### config.mk
export PLATFORM = sky130hd
export DESIGN_NAME = quad_gen_flat
export DESIGN_NICKNAME = d
export VERILOG_FILES = /design/src/rtl/quad_gen_if.sv /design/src/rtl/quad_gen.sv /design/src/flat_wrapper.sv
export SDC_FILE = /design/constraint.sdc
export NUM_CORES = 1
export LEC_CHECK = 0
export ABC_AREA = 1
export ABC_CLOCK_PERIOD_IN_PS = 6700
export CAP_MARGIN = 20
export CORE_UTILIZATION = 50
export CTS_CLUSTER_DIAMETER = 30
export CTS_CLUSTER_SIZE = 10
export DETAILED_ROUTE_END_ITERATION = 10
export GPL_ROUTABILITY_DRIVEN = 1
export PLACE_DENSITY = 0.72
export SYNTH_ARGS = -nofsm -noshare
export SYNTH_HDL_FRONTEND = slang
export SYNTH_SLANG_ARGS = --single-unit
### constraint.sdc
create_clock -name clk -period 6.7 [get_ports clk]
set_clock_uncertainty 0.05 [all_clocks]
set_input_delay 2.01 -clock clk [delete_from_list [all_inputs] [get_ports clk]]
set_output_delay 2.01 -clock clk [all_outputs]
set_load 0.005 [all_outputs]
### src/rtl/quad_gen_if.sv
// Command channel for quad_gen: signed step count plus edge spacing.
// The master issues moves; the generator accepts them when idle.
interface quad_gen_if #(
  parameter int WIDTH    = 32,
  parameter int PERIOD_W = 16
) ();
  logic                cmd_valid;
  logic                cmd_ready;
  logic [WIDTH-1:0]    cmd_steps;
  logic [PERIOD_W-1:0] cmd_period;

  modport master (
    output cmd_valid,
    output cmd_steps,
    output cmd_period,
    input  cmd_ready
  );

  modport slave (
    input  cmd_valid,
    input  cmd_steps,
    input  cmd_period,
    output cmd_ready
  );
endinterface

### src/rtl/quad_gen.sv
// Quadrature A/B generator: emits signed step moves as gray-coded
// edges at a programmed clock spacing and tracks emitted position.
module quad_gen #(
  parameter int WIDTH    = 32,
  parameter int PERIOD_W = 16
) (
  input  logic                    clk,
  input  logic                    resetn,
  quad_gen_if.slave               cmd,
  input  logic                    abort,
  output logic                    a,
  output logic                    b,
  output logic                    busy,
  output logic                    done,
  output logic signed [WIDTH-1:0] position
);

  typedef enum logic {
    IDLE,
    RUN
  } state_t;

  state_t              state;
  logic [1:0]          phase;
  logic                dir;
  logic                zero_pend;
  logic [WIDTH-1:0]    remaining;
  logic [PERIOD_W-1:0] per;
  logic [PERIOD_W-1:0] timer;

  logic [WIDTH-1:0]    mag;
  logic [PERIOD_W-1:0] per_in;
  logic [1:0]          ph_nx;

  // Unsigned magnitude keeps the most negative step count representable.
  assign mag = cmd.cmd_steps[WIDTH-1] ? -cmd.cmd_steps
                                      : cmd.cmd_steps;

  assign per_in = (cmd.cmd_period < PERIOD_W'(2))
                ? PERIOD_W'(2) : cmd.cmd_period;

  assign ph_nx = dir ? phase - 2'd1 : phase + 2'd1;

  assign cmd.cmd_ready = (state == IDLE);
  assign busy          = (state == RUN);

  always_ff @(posedge clk or negedge resetn) begin
    if (!resetn) begin
      state     <= IDLE;
      phase     <= 2'd0;
      dir       <= 1'b0;
      zero_pend <= 1'b0;
      remaining <= '0;
      per       <= PERIOD_W'(2);
      timer     <= '0;
      a         <= 1'b0;
      b         <= 1'b0;
      done      <= 1'b0;
      position  <= '0;
    end else begin
      done      <= zero_pend;
      zero_pend <= 1'b0;
      unique case (state)
        IDLE: begin
          if (cmd.cmd_valid) begin
            if (cmd.cmd_steps == '0) begin
              zero_pend <= 1'b1;
            end else begin
              remaining <= mag;
              dir       <= cmd.cmd_steps[WIDTH-1];
              per       <= per_in;
              timer     <= per_in - PERIOD_W'(1);
              state     <= RUN;
            end
          end
        end
        RUN: begin
          // Abort beats a coincident expiry: that edge is dropped.
          if (abort) begin
            state <= IDLE;
            done  <= 1'b1;
          end else if (timer == '0) begin
            phase     <= ph_nx;
            a         <= ph_nx[1] ^ ph_nx[0];
            b         <= ph_nx[1];
            position  <= dir ? position - WIDTH'(1)
                             : position + WIDTH'(1);
            remaining <= remaining - WIDTH'(1);
            timer     <= per - PERIOD_W'(1);
            if (remaining == WIDTH'(1)) begin
              done  <= 1'b1;
              state <= IDLE;
            end
          end else begin
            timer <= timer - PERIOD_W'(1);
          end
        end
        default: state <= IDLE;
      endcase
    end
  end

endmodule

### src/flat_wrapper.sv
// flat-port wrapper written by rule: the top's interface ports become plain ports
module quad_gen_flat 
#(
  parameter int WIDTH    = 32,
  parameter int PERIOD_W = 16
)
  (clk, resetn, abort, a, b, busy, done, position, cmd_cmd_valid, cmd_cmd_steps, cmd_cmd_period, cmd_cmd_ready);
  quad_gen_if #(.WIDTH(WIDTH), .PERIOD_W(PERIOD_W)) cmd_i ();
  input  logic clk;
  input  logic resetn;
  input  logic abort;
  output logic a;
  output logic b;
  output logic busy;
  output logic done;
  output logic signed [WIDTH-1:0] position;
  input wire logic [$bits(cmd_i.cmd_valid)-1:0] cmd_cmd_valid;
  input wire logic [$bits(cmd_i.cmd_steps)-1:0] cmd_cmd_steps;
  input wire logic [$bits(cmd_i.cmd_period)-1:0] cmd_cmd_period;
  output wire logic [$bits(cmd_i.cmd_ready)-1:0] cmd_cmd_ready;
  assign cmd_i.cmd_valid = cmd_cmd_valid;
  assign cmd_i.cmd_steps = cmd_cmd_steps;
  assign cmd_i.cmd_period = cmd_cmd_period;
  assign cmd_cmd_ready = cmd_i.cmd_ready;
  quad_gen #(.WIDTH(WIDTH), .PERIOD_W(PERIOD_W)) u_core (.clk(clk), .resetn(resetn), .cmd(cmd_i), .abort(abort), .a(a), .b(b), .busy(busy), .done(done), .position(position));
endmodule
# After elaboration in Yosys (flattened, before gate mapping)
# Index checks and enable logic that the tools add are counted.
word_totals:
  register_bits: 104
  out_inout_bits: 37
classes:
  n_addsub: 9
  n_lt_le_gt_ge: 1
  n_eq_ne: 5
  n_mux: 27
  bitwise: 4
  n_reduce_logical: 6
op_table:
  columns: ["cell", "n"]
  rows:
  - ["2-to-1 mux 32 bit", 6]
  - ["2-to-1 mux 16 bit", 5]
  - ["one-hot mux 32 bit (2 select lines)", 1]
  - ["subtractor 16 x 1 -> 16 bit, second input constant", 3]
  - ["adder 32 x 2 -> 32 bit, second input constant", 1]
  - ["equality test 32 x 1 -> 1 bit, second input constant", 1]
  - ["logical NOT 32 bit", 1]
  - ["negator 32 bit", 1]
  - ["one-hot mux 16 bit (2 select lines)", 1]
  - ["subtractor 32 x 1 -> 32 bit, second input constant", 1]
  - ["subtractor 32 x 2 -> 32 bit, second input constant", 1]
  - ["logical NOT 16 bit", 1]
  - ["< comparator 16 x 2 -> 1 bit, second input constant", 1]
  - ["2-to-1 mux 1 bit", 12]
  - ["AND reduction 3 bit", 3]
  - ["!= test 2 bit, second input constant", 4]
  - ["AND reduction 4 bit", 1]
  - ["NOT 1 bit", 3]
  - ["adder 2 x 1 -> 2 bit, second input constant", 1]
  - ["2-to-1 mux 2 bit", 1]
  - ["one-hot mux 1 bit (2 select lines)", 1]
  - ["subtractor 2 x 1 -> 2 bit, second input constant", 1]
  - ["XOR 1 bit", 1]

# Depth between registers and ports, before layout
# Gate-level depths: netlist of the first run.
depth:
  ltp_word: 6
  depth_mapped: 16
  ltp_nobuf: 16

# Worst setup path before layout of the first run
# No wires, ideal clock.
synth_path:
  kind: "input to register"
  start: "input cmd_cmd_steps[0]"
  end: "register u_core.remaining[26]"
  setup_time_ns: 0.126
  t_arrival_ns: 3.321
  required_ns: 6.524
  path_slack_ns: 3.204
  path_stages: 14
  path_buffers: 1
  path_cell_list: "inv_1 > ha_1 > inv_1 > nor3_4 > inv_2 > nor2_2 > nand2_2 > o21ai_1 > o21ai_1 > nand2_1 > inv_2 > buf_2 > nor2_1 > a21oi_1"
synth_via:
  elab_chain_len: 5
  word_cells_on_any_way: 8
synth_rtl:
  columns: ["item", "line_no", "source"]
  rows:
  - ["start: declaration", "flat_wrapper.sv:18", "input wire logic [$bits(cmd_i.cmd_steps)-1:0] cmd_cmd_steps;"]
  - ["negator 32 bit", "quad_gen.sv:36", "assign mag = cmd.cmd_steps[WIDTH-1] ? -cmd.cmd_steps"]
  - ["2-to-1 mux 32 bit", "quad_gen.sv:36", null]
  - ["2-to-1 mux 32 bit", "quad_gen.sv:66", "if (cmd.cmd_steps == '0) begin"]
  - ["2-to-1 mux 32 bit", "quad_gen.sv:65", "if (cmd.cmd_valid) begin"]
  - ["one-hot mux 32 bit (2 select lines)", "quad_gen.sv:63", "unique case (state)"]
  - ["end signal: assignment", "quad_gen.sv:69", "remaining <= mag;"]
  - ["end signal: assignment", "quad_gen.sv:88", "remaining <= remaining - WIDTH'(1);"]
  - ["end: declaration", "quad_gen.sv:27", "logic [WIDTH-1:0] remaining;"]
# Parallel ways exist; a longest one is shown, timed or not. The select of a mux whose other input is x is not followed.
# A chain may end at the register's enable or synchronous reset.

# Final worst setup path of the first run
layout_path:
  start: "input cmd_cmd_steps[0]"
  end: "register u_core.remaining[0]"
# Same word-level chain as after synthesis.

==> impl_metrics.json, run 1 <==
{
  "status": "completed",
  "initial_utilization_pct": 51.5,
  "synthArstFlopShare_pct": 100,
  "postCtsHoldBufs": 0,
  "report.final.slew_viol_count": 0,
  "finalHoldViolCount": 0,
  "cts_num_sinks": 103,
  "area_growth_pct": 15.4,
  "io_pins": 89,
  "synth_area_leader_cell": "dfrtp_1",
  "synth_fa_ha_area_share_pct": 5.20,
  "num_rows": 47,
  "root_buffer": "clkbuf_16",
  "grt-ovfl-total": 0,
  "layout.nets": 1484,
  "yosysTopAreaCellShare_pct": 29.8,
  "period_needed_ns": 4.71,
  "crit_path_end_kind": "flop",
  "critPathMaxFanout": 45,
  "rrSetupSlack_ns": 3.56,
  "power_density_mw_per_mm2": 266,
  "synth_compound_area_share_pct": 13.3,
  "grt_max_degree": 69,
  "cts_tree": "yes",
  "reg2reg_depth": 9,
  "first_global_vias": 8099,
  "synth_top_family_by_area": "simple AND/OR/NAND/NOR gates",
  "grt_pass1_wl_um": 39300,
  "synthSimpleGateAreaFrac_pct": 38.1,
  "relSlewSlack_pct": 44.4,
  "synth_area_sq_mm": 0.00857,
  "holdPathEnd": "u_core.done",
  "ys_warn_count": 0,
  "synth_commonest_cells": "nand2_1 (417), nor2_1 (167), inv_1 (117)",
  "postSynthAreaPerCell_sq_um": 6.45,
  "clockBufferDepth": 2,
  "max_cap_viol_count": 0,
  "critPathArrivalTime_ns": 4.88,
  "layoutNonFillerInstCount": 1622,
  "die-area_sq_mm": 0.0177,
  "num_antenna_cells": 0,
  "tns_ns": 0,
  "finalCritPeriodShare_pct": 70.3,
  "wl_um": 23600,
  "rsz0062_at_grt": "no",
  "p_leak_nw": 4.78,
  "yosys_register_bits": 103,
  "drtPass1Iterations": 6,
  "yosysMostFrequentCell": "nand2_1",
  "antenna_found_initial": 0,
  "fp.dieW_um": 133,
  "crit_path_start_kind": "input port",
  "clkTransAtPathRegs_ns": 0.07,
  "tightest_slew_ns": 0.835,
  "synthTopCellsByArea": "dfrtp_1 (30%), nand2_1 (18%), nor2_1 (7.3%), nand3_1 (6.1%), inv_1 (5.1%)",
  "synth.distinct_cells": 46,
  "synth_edf_count": 0,
  "die_h_um": 133,
  "finalSetupViolations": 0,
  "synth_xor_area_share_pct": 5.21,
  "cts_setup_buffers": 0,
  "reg2reg_to": "u_core.remaining[1]",
  "clock_latency_ns": 0.36,
  "muxShareOfSynthArea_pct": 0.117,
  "cts_max_level": 3,
  "ys_seq_area_share_pct": 30.1,
  "path_class": "input port to flop",
  "r2r-start": "u_core.timer[1]",
  "holdPathStages": 1,
  "wl_per_cell_um": 14.6,
  "num_vias": 8720,
  "fmax_mhz": 212,
  "drc_errors": 0,
  "cts_buffers": 9,
  "cp_data_required_time_ns": 6.86,
  "hold_path.startpoint": "u_core.zero_pend",
  "route.antenna.remaining_nets": 0,
  "io_buffers": 88,
  "coreArea_sq_mm": 0.0166,
  "groute.usage.overall_pct": 27.6,
  "layout-drive-gt1-share_pct": 4.78,
  "ir_drop_uv": 146,
  "dpl.cell_count": 1606,
  "postSynthCellCount": 1328,
  "synth_fp_nets": 1415,
  "vias_per_cell": 5.38,
  "cts_resized": 0,
  "routabilityCongestion": 0.951,
  "synth_flop_cell": "dfrtp_1",
  "dpl.hpwl_um": 17600,
  "hold_class": "flop to flop",
  "hold_slack_ns": 0.389,
  "first_iter_violations": 616
}
[routing by layer]
layer / GRT usage [%] / part of all wire (%)
met1: 38.0 / 47
met2: 44.9 / 46
met3: 2.87 / 4.6
met4: 9.58 / 1.9
met5: 0 / 0
[per-stage QoR]
step / worst slack [ns] / util [%] / instance area [sq um] / total power [mW]
3_3_place_gp: 1.79 / 57.4 / 9550 / 1.99
4_1_cts: 2.04 / 59.4 / 9890 / 2.63
3_5_place_dp: 1.67 / 57.4 / 9550 / 2.00
5_1_grt: 1.72 / 59.4 / 9890 / 2.84
2_1_floorplan: 3.20 / - / 8570 / 1.72
6_report: 1.99 / 59.4 / 9890 / 2.63
[area by class of cell]
type	count	area [sq um]
clock buffers	11	233
clock inverters	5	106
fillers	1651	6750
inverters	125	469
multi-input cells	1064	5310
flip-flops and latches	103	2580
well taps	220	275
repair buffers	94	923
[flip-flops by register name, summed over array words and instances (netlist names)]
signal / flops
u_core.phase: 2
u_core.dir: 1
u_core.zero_pend: 1
u_core.done: 1
u_core.position: 32
u_core.busy: 1
u_core.a: 1
u_core.timer: 16
u_core.remaining: 32
u_core.per: 16
[kinds of logic after synthesis]
kind of cell	count (synthesis)
muxes	1
and+or+nand+nor	769
adders and majority gates	35
DFF	103
xor gates and xnor gates	51
AOI/OAI and AO/OA	208
buffers and inverters	161
[worst max path at each step]
stage / slack [ns] / end / depth (start not counted) / startpoint
6_report: 1.99 / u_core.remaining[0] / 14 / cmd_cmd_steps[0]
5_1_grt: 1.72 / u_core.remaining[1] / 14 / cmd_cmd_steps[0]
4_1_cts: 2.04 / u_core.remaining[6] / 14 / cmd_cmd_steps[0]
3_5_place_dp: 1.67 / u_core.remaining[6] / 14 / cmd_cmd_steps[0]
3_3_place_gp: 1.79 / u_core.remaining[6] / 14 / cmd_cmd_steps[0]
2_1_floorplan: 3.20 / u_core.remaining[26] / 14 / cmd_cmd_steps[0]
[cells in the final DEF, fill, tap and decap left out, types with 2 or more instances in the layout]
cell and n:
o21bai_1 5, xor2_1 29, inv_1 117, or2_2 7
nor2_4 3, o21ai_0 74, nor3_4 2, nor3_2 3
nand3_1 105, nand4_1 12, o22ai_1 4, a21o_1 7
nor3_1 20, nor2_1 167, a31oi_1 4, buf_4 7
nor4_1 4, xnor2_1 22, o211ai_1 4, o21a_1 3
dfrtp_1 102, inv_2 8, nand2_2 7, o31ai_1 2
bufinv_16 3, nand2_1 417, a21oi_1 70, o2111ai_1 2
o21ai_1 29, clkdlybuf4s50_1 87, nand3_2 2, nand3b_1 6
clkbuf_1 2, ha_1 34, and3_1 3, nor2_2 9
clkbuf_16 9
[critical path, cell delays in order]
cell             delay [ns]
clkdlybuf4s50_1        0.42
inv_1                  0.08
ha_1                   0.17
inv_1                  0.09
nor3_4                 0.18
inv_2                  0.06
nor2_2                 0.12
nand2_2                0.12
o21ai_1                0.14
o21ai_1                0.08
nand2_1                0.57
inv_2                  0.52
o211ai_1               0.21
o21ai_1                0.09
[power breakdown]
group / switching (mW) / internal [mW] / total [mW]
Sequential: 0.148 / 0.771 / 0.918
Combinational: 0.691 / 0.403 / 1.09
Clock: 0.253 / 0.367 / 0.620
Total: 1.09 / 1.54 / 2.63
Power figures use the tool's default switching activity.
==> inputs of run 2 (changes only) <==
--- a/config.mk
+++ b/config.mk
@@ -6,14 +6,14 @@
 export NUM_CORES = 1
 export LEC_CHECK = 0
 export ABC_AREA = 1
-export ABC_CLOCK_PERIOD_IN_PS = 6700
+export ABC_CLOCK_PERIOD_IN_PS = 4300
 export CAP_MARGIN = 20
 export CORE_UTILIZATION = 50
 export CTS_CLUSTER_DIAMETER = 30
 export CTS_CLUSTER_SIZE = 10
 export DETAILED_ROUTE_END_ITERATION = 10
 export GPL_ROUTABILITY_DRIVEN = 1
-export PLACE_DENSITY = 0.72
+export PLACE_DENSITY = 0.74
 export SYNTH_ARGS = -nofsm -noshare
 export SYNTH_HDL_FRONTEND = slang
 export SYNTH_SLANG_ARGS = --single-unit
==> constraint.sdc (replaced) <==
create_clock -name clk -period 4.3 [get_ports clk]
set_clock_uncertainty 0.05 [all_clocks]
set_input_delay 1.29 -clock clk [delete_from_list [all_inputs] [get_ports clk]]
set_output_delay 1.29 -clock clk [all_outputs]
set_load 0.005 [all_outputs]
==> run 2 against run 1 <==
  * Sequential power is 58% higher
  * Critical path depth stayed put
  * Global-route usage is 0.23 points higher
  * Sequential cell count stayed put
  * Critical path type unchanged
  * Total power is 54% higher
  * Largest cell class unchanged
  * Register-to-register slack worse by 2.2 ns
==> impl_metrics.json, run 2 (synthesis gave the netlist of run 1 again) <==
{
  "clockBufferDepth": 2,
  "final_common_cell": "nand2_1",
  "reg.largest.list": "u_core.position (32), u_core.remaining (32)",
  "drtPass1Iterations": 5,
  "postCtsHoldBufs": 0,
  "fmax_mhz": 293,
  "relSlewSlack_pct": 45.6,
  "num_antenna_cells": 0,
  "path_class": "input port to flop",
  "cts_max_level": 3,
  "drc_errors": 0,
  "antenna_found_initial": 0,
  "finalHoldViolCount": 0,
  "layout-drive-gt1-share_pct": 5.05,
  "post-place-ws_ns": 0.546,
  "route.antenna.remaining_nets": 0,
  "cts_resized": 0,
  "grt_max_degree": 104,
  "groute.usage.overall_pct": 27.8,
  "p_leak_nw": 4.79,
  "cts_buffers": 9,
  "cp_data_required_time_ns": 4.53,
  "initial_utilization_pct": 51.5,
  "status": "completed",
  "vias_per_cell": 5.37,
  "dpl.hpwl_um": 17700,
  "critPathMaxFanout": 45,
  "ir_drop_uv": 239,
  "io_pins": 89,
  "crit_path_end_kind": "flop",
  "first_iter_violations": 790,
  "cts_setup_buffers": 0,
  "hold_class": "flop to flop",
  "final_cell_mix": "nand2_1 (417), nor2_1 (167), inv_1 (117)",
  "wl_per_cell_um": 14.5,
  "fp.dieW_um": 133,
  "power_density_mw_per_mm2": 409,
  "num_rows": 47,
  "total_power_mw": 4.05,
  "routabilityCongestion": 0.935,
  "first_global_vias": 7978,
  "wl_um": 23600,
  "grt_pass1_wl_um": 39400,
  "finalWorstSetupSlack_ns": 0.892,
  "finalCritPeriodShare_pct": 79.2,
  "num_vias": 8730,
  "critPathArrivalTime_ns": 3.64,
  "clkTransAtPathRegs_ns": 0.07,
  "max_cap_viol_count": 0,
  "area_growth_pct": 15.6,
  "clock_latency_ns": 0.36,
  "report.final.slew_viol_count": 0,
  "final_util_pct": 59.5,
  "tns_ns": 0,
  "rsz0062_at_grt": "no",
  "layoutNonFillerInstCount": 1625,
  "period_needed_ns": 3.41,
  "crit_path_start_kind": "input port",
  "die_h_um": 133,
  "cts_num_sinks": 103,
  "die-area_sq_mm": 0.0177,
  "tightest_slew_ns": 0.815,
  "cts_tree": "yes",
  "dpl.cell_count": 1609,
  "finalSetupViolations": 0,
  "grt-ovfl-total": 0,
  "root_buffer": "clkbuf_16",
  "coreArea_sq_mm": 0.0166,
  "layout.nets": 1487,
  "io_buffers": 88
}
==> run 2: worst max-delay path: stages <==
cell,delay [ns]
clkdlybuf4s50_1,0.47
inv_1,0.06
ha_1,0.20
inv_1,0.13
nor3_4,0.07
inv_2,0.06
nor2_2,0.04
nand2_2,0.11
o21ai_1,0.08
o21ai_1,0.11
nand2_1,0.09
inv_2,0.60
o21ai_0,0.19
o21ai_1,0.11
==> run 2: cell type report <==
class	count	area (sq um)
tap	220	275
multi-input combinational	1064	5310
fill	1610	6740
sequential	103	2580
clock buffer	13	270
clock inverter	3	47.5
inverter	125	469
timing repair buffer	97	958
==> run 2: path summary, 6_finish.rpt <==
path | startpoint | end | slack (ns) | cells after the start
worst max-delay path | cmd_cmd_steps[0] | u_core.remaining[1] | 0.89 | 14
worst min register to register | u_core.zero_pend | u_core.done | 0.40 | 1
min in group asynchronous | resetn | u_core.position[1] | 0.94 | 2
worst max register to register | u_core.dir | u_core.position[22] | 1.40 | 13
worst min-delay path | u_core.zero_pend | u_core.done | 0.40 | 1
max in group asynchronous | resetn | u_core.per[1] | 2.83 | 2
==> run 2: report_power, final <==
part	switching (mW)	internal [mW]
registers	0.247	1.20
clock network	0.397	0.504
logic	1.07	0.636
total	1.71	2.34
==> run 2: layer usage <==
layer / up-vias / routed length, um / track usage (%)
li1: 4466 / - / -
met1: 3973 / 11500 / 39.6
met2: 262 / 10500 / 44.2
met3: 29 / 1240 / 3.07
met4: 0 / 391 / 8.56
met5: - / 0 / 0
==> run 2: metrics by stage <==
stage / cell area [sq um] / hold WS [ns]
2_1_floorplan: 8570 / 0.354
3_3_place_gp: 9590 / 0.369
3_5_place_dp: 9590 / 0.375
4_1_cts: 9910 / 0.394
5_1_grt: 9910 / 0.402
6_report: 9910 / 0.396
==> inputs of run 3 (changes only) <==
--- a/config.mk
+++ b/config.mk
@@ -6,14 +6,14 @@
 export NUM_CORES = 1
 export LEC_CHECK = 0
 export ABC_AREA = 1
-export ABC_CLOCK_PERIOD_IN_PS = 4300
+export ABC_CLOCK_PERIOD_IN_PS = 3240
 export CAP_MARGIN = 20
 export CORE_UTILIZATION = 50
 export CTS_CLUSTER_DIAMETER = 30
 export CTS_CLUSTER_SIZE = 10
 export DETAILED_ROUTE_END_ITERATION = 10
 export GPL_ROUTABILITY_DRIVEN = 1
-export PLACE_DENSITY = 0.74
+export PLACE_DENSITY = 0.72
 export SYNTH_ARGS = -nofsm -noshare
 export SYNTH_HDL_FRONTEND = slang
 export SYNTH_SLANG_ARGS = --single-unit
==> constraint.sdc (replaced) <==
create_clock -name clk -period 3.24 [get_ports clk]
set_clock_uncertainty 0.05 [all_clocks]
set_input_delay 0.972 -clock clk [delete_from_list [all_inputs] [get_ports clk]]
set_output_delay 0.972 -clock clk [all_outputs]
set_load 0.005 [all_outputs]
==> run 3 against run 2 <==
  * Final area increased by 1.4%
  * Critical path depth decreased by 4
  * Non-clock buffer count increased by 18
  * Largest power group unchanged
  * Highest routed layer unchanged
==> impl_metrics.json, run 3 (synthesis gave the netlist of run 1 again) <==
{
  "die_h_um": 133,
  "final_util_pct": 60.3,
  "place_area_sq_mm": 0.00975,
  "wl_um": 23400,
  "postCtsHoldBufs": 0,
  "cts_max_level": 3,
  "dpl.cell_count": 1627,
  "io_buffers": 88,
  "power_density_mw_per_mm2": 527,
  "num_antenna_cells": 0,
  "relSlewSlack_pct": 46.2,
  "cp.depth": 10,
  "p_leak_nw": 4.88,
  "period_needed_ns": 2.99,
  "critical_path.cell_chain": "buf_4, ha_1, a21o_1, o21bai_1, a21oi_1, nor2_1, nor3_1, nand3_1, nand3_1, nand2_1",
  "path_class": "flop to flop",
  "fmax_mhz": 334,
  "first_global_vias": 8227,
  "p_seq_share_pct": 36.2,
  "crit_path_start_kind": "flop",
  "io_pins": 89,
  "grt_pass1_wl_um": 39500,
  "pwr-share-comb_pct": 43.0,
  "initial_utilization_pct": 51.5,
  "report.final.slew_viol_count": 0,
  "grt_max_degree": 49,
  "critPathSlowestCell": "dfrtp_1",
  "vias_per_cell": 5.38,
  "die-area_sq_mm": 0.0177,
  "cts_resized": 0,
  "drc_errors": 0,
  "crit_path_end_kind": "flop",
  "critPathMaxFanout": 21,
  "cts_buffers": 9,
  "fillCellCount": 1656,
  "rsz0062_at_grt": "no",
  "final_common_cell": "nand2_1",
  "layoutNonFillerInstCount": 1643,
  "clock_latency_ns": 0.37,
  "reg2reg_depth": 10,
  "post-place-ws_ns": -0.0666,
  "p_int_mw": 3.01,
  "reg.largest.list": "u_core.position (32), u_core.remaining (32)",
  "clkTransAtPathRegs_ns": 0.07,
  "final_cell_mix": "nand2_1 (417), nor2_1 (167), inv_1 (117)",
  "switching_power_mw": 2.28,
  "hold_class": "flop to flop",
  "route.antenna.remaining_nets": 0,
  "routabilityCongestion": 0.942,
  "ir_drop_uv": 326,
  "max_cap_viol_count": 0,
  "finalWorstSetupSlack_ns": 0.246,
  "layout-drive-gt1-share_pct": 6.32,
  "total_power_mw": 5.29,
  "area_growth_pct": 17.1,
  "groute.usage.overall_pct": 27.5,
  "clockBufferDepth": 2,
  "crit_family": "flip-flops",
  "first_iter_violations": 538,
  "drtPass1Iterations": 5,
  "layout.nets": 1505,
  "tightest_slew_ns": 0.807,
  "wl_per_cell_um": 14.2,
  "critPathArrivalTime_ns": 3.20,
  "power.share.clock_pct": 20.8,
  "cp_data_required_time_ns": 3.44,
  "cts_tree": "yes",
  "crit_path_max_incr_delay_ns": 0.87,
  "root_buffer": "clkbuf_16",
  "coreArea_sq_mm": 0.0166,
  "finalSetupViolations": 0,
  "dpl.hpwl_um": 18100,
  "fp.dieW_um": 133,
  "status": "completed",
  "finalCritPeriodShare_pct": 92.4,
  "sw_frac_of_total_pct": 43.1,
  "holdPathStages": 1,
  "num_rows": 47,
  "num_vias": 8843,
  "cts_setup_buffers": 0,
  "cp_common_cell": "nand3_1",
  "antenna_found_initial": 0,
  "grt-ovfl-total": 0,
  "final_area_sq_mm": 0.0100,
  "finalHoldViolCount": 0,
  "crit_buf_inv": 1,
  "cts_num_sinks": 103
}
-- run 3: cell types whose count changed in the layout (fill, tap and decap cells not counted), moves of 2 or more --
cell      change
buf_12        +2
buf_4        +16
clkbuf_8      -2
clkinv_2      +2
inv_6         +2
-- run 3: layout make-up --
cell class | count | area [sq um] | area share (%)
Inverter | 125 | 469 | 4.67
Multi-Input combinational cell | 1064 | 5310 | 52.9
Timing Repair Buffer | 115 | 1120 | 11.1
Sequential cell | 103 | 2580 | 25.7
Clock inverter | 6 | 52.6 | 0.523
Clock buffer | 10 | 239 | 2.38
Tap cell | 220 | 275 | 2.74
-- run 3: routing by layer --
layer  up-vias  track usage [%]  wire length, um
met5         -                0                0
met4         0             7.98              431
met3        30             4.41             1190
met2       254             44.5            10800
met1      4057             37.8            11000
li1       4502                -                -
-- run 3: final timing paths --
check                                  from                   to  slack [ns]
min                        u_core.zero_pend          u_core.done        0.38
max                              u_core.dir  u_core.position[29]        0.25
min reg2reg                u_core.zero_pend          u_core.done        0.38
min in group asynchronous            resetn             u_core.a        0.53
max reg2reg                      u_core.dir  u_core.position[29]        0.25
max in group asynchronous            resetn        u_core.per[1]        1.94
-- run 3: power groups by stage --
stage	registers [mW]	logic, mW	clock network, mW
floorplan	1.85	1.71	0
global placement	1.93	2.21	0
detailed placement	1.93	2.26	0
CTS	1.91	2.27	1.12
global route	1.96	2.60	1.18
finish	1.92	2.28	1.10
-- run 3: worst reg2reg max path, delay by kind of cell (launching register included) --
kind	cells	cell delay, ns
flops	1	0.87
compound gates	3	0.70
simple gates	5	0.62
buf+inv	1	0.35
fa+ha+maj	1	0.31
-- run 3: per-stage QoR --
| step | TNS (ns) | hold slack (ns) |
|---|---|---|
| finish | 0 | 0.376 |
| global route | 0 | 0.397 |
| CTS | 0 | 0.381 |
| detailed placement | -0.191 | 0.368 |
| global placement | -0.0231 | 0.368 |
| floorplan | 0 | 0.354 |
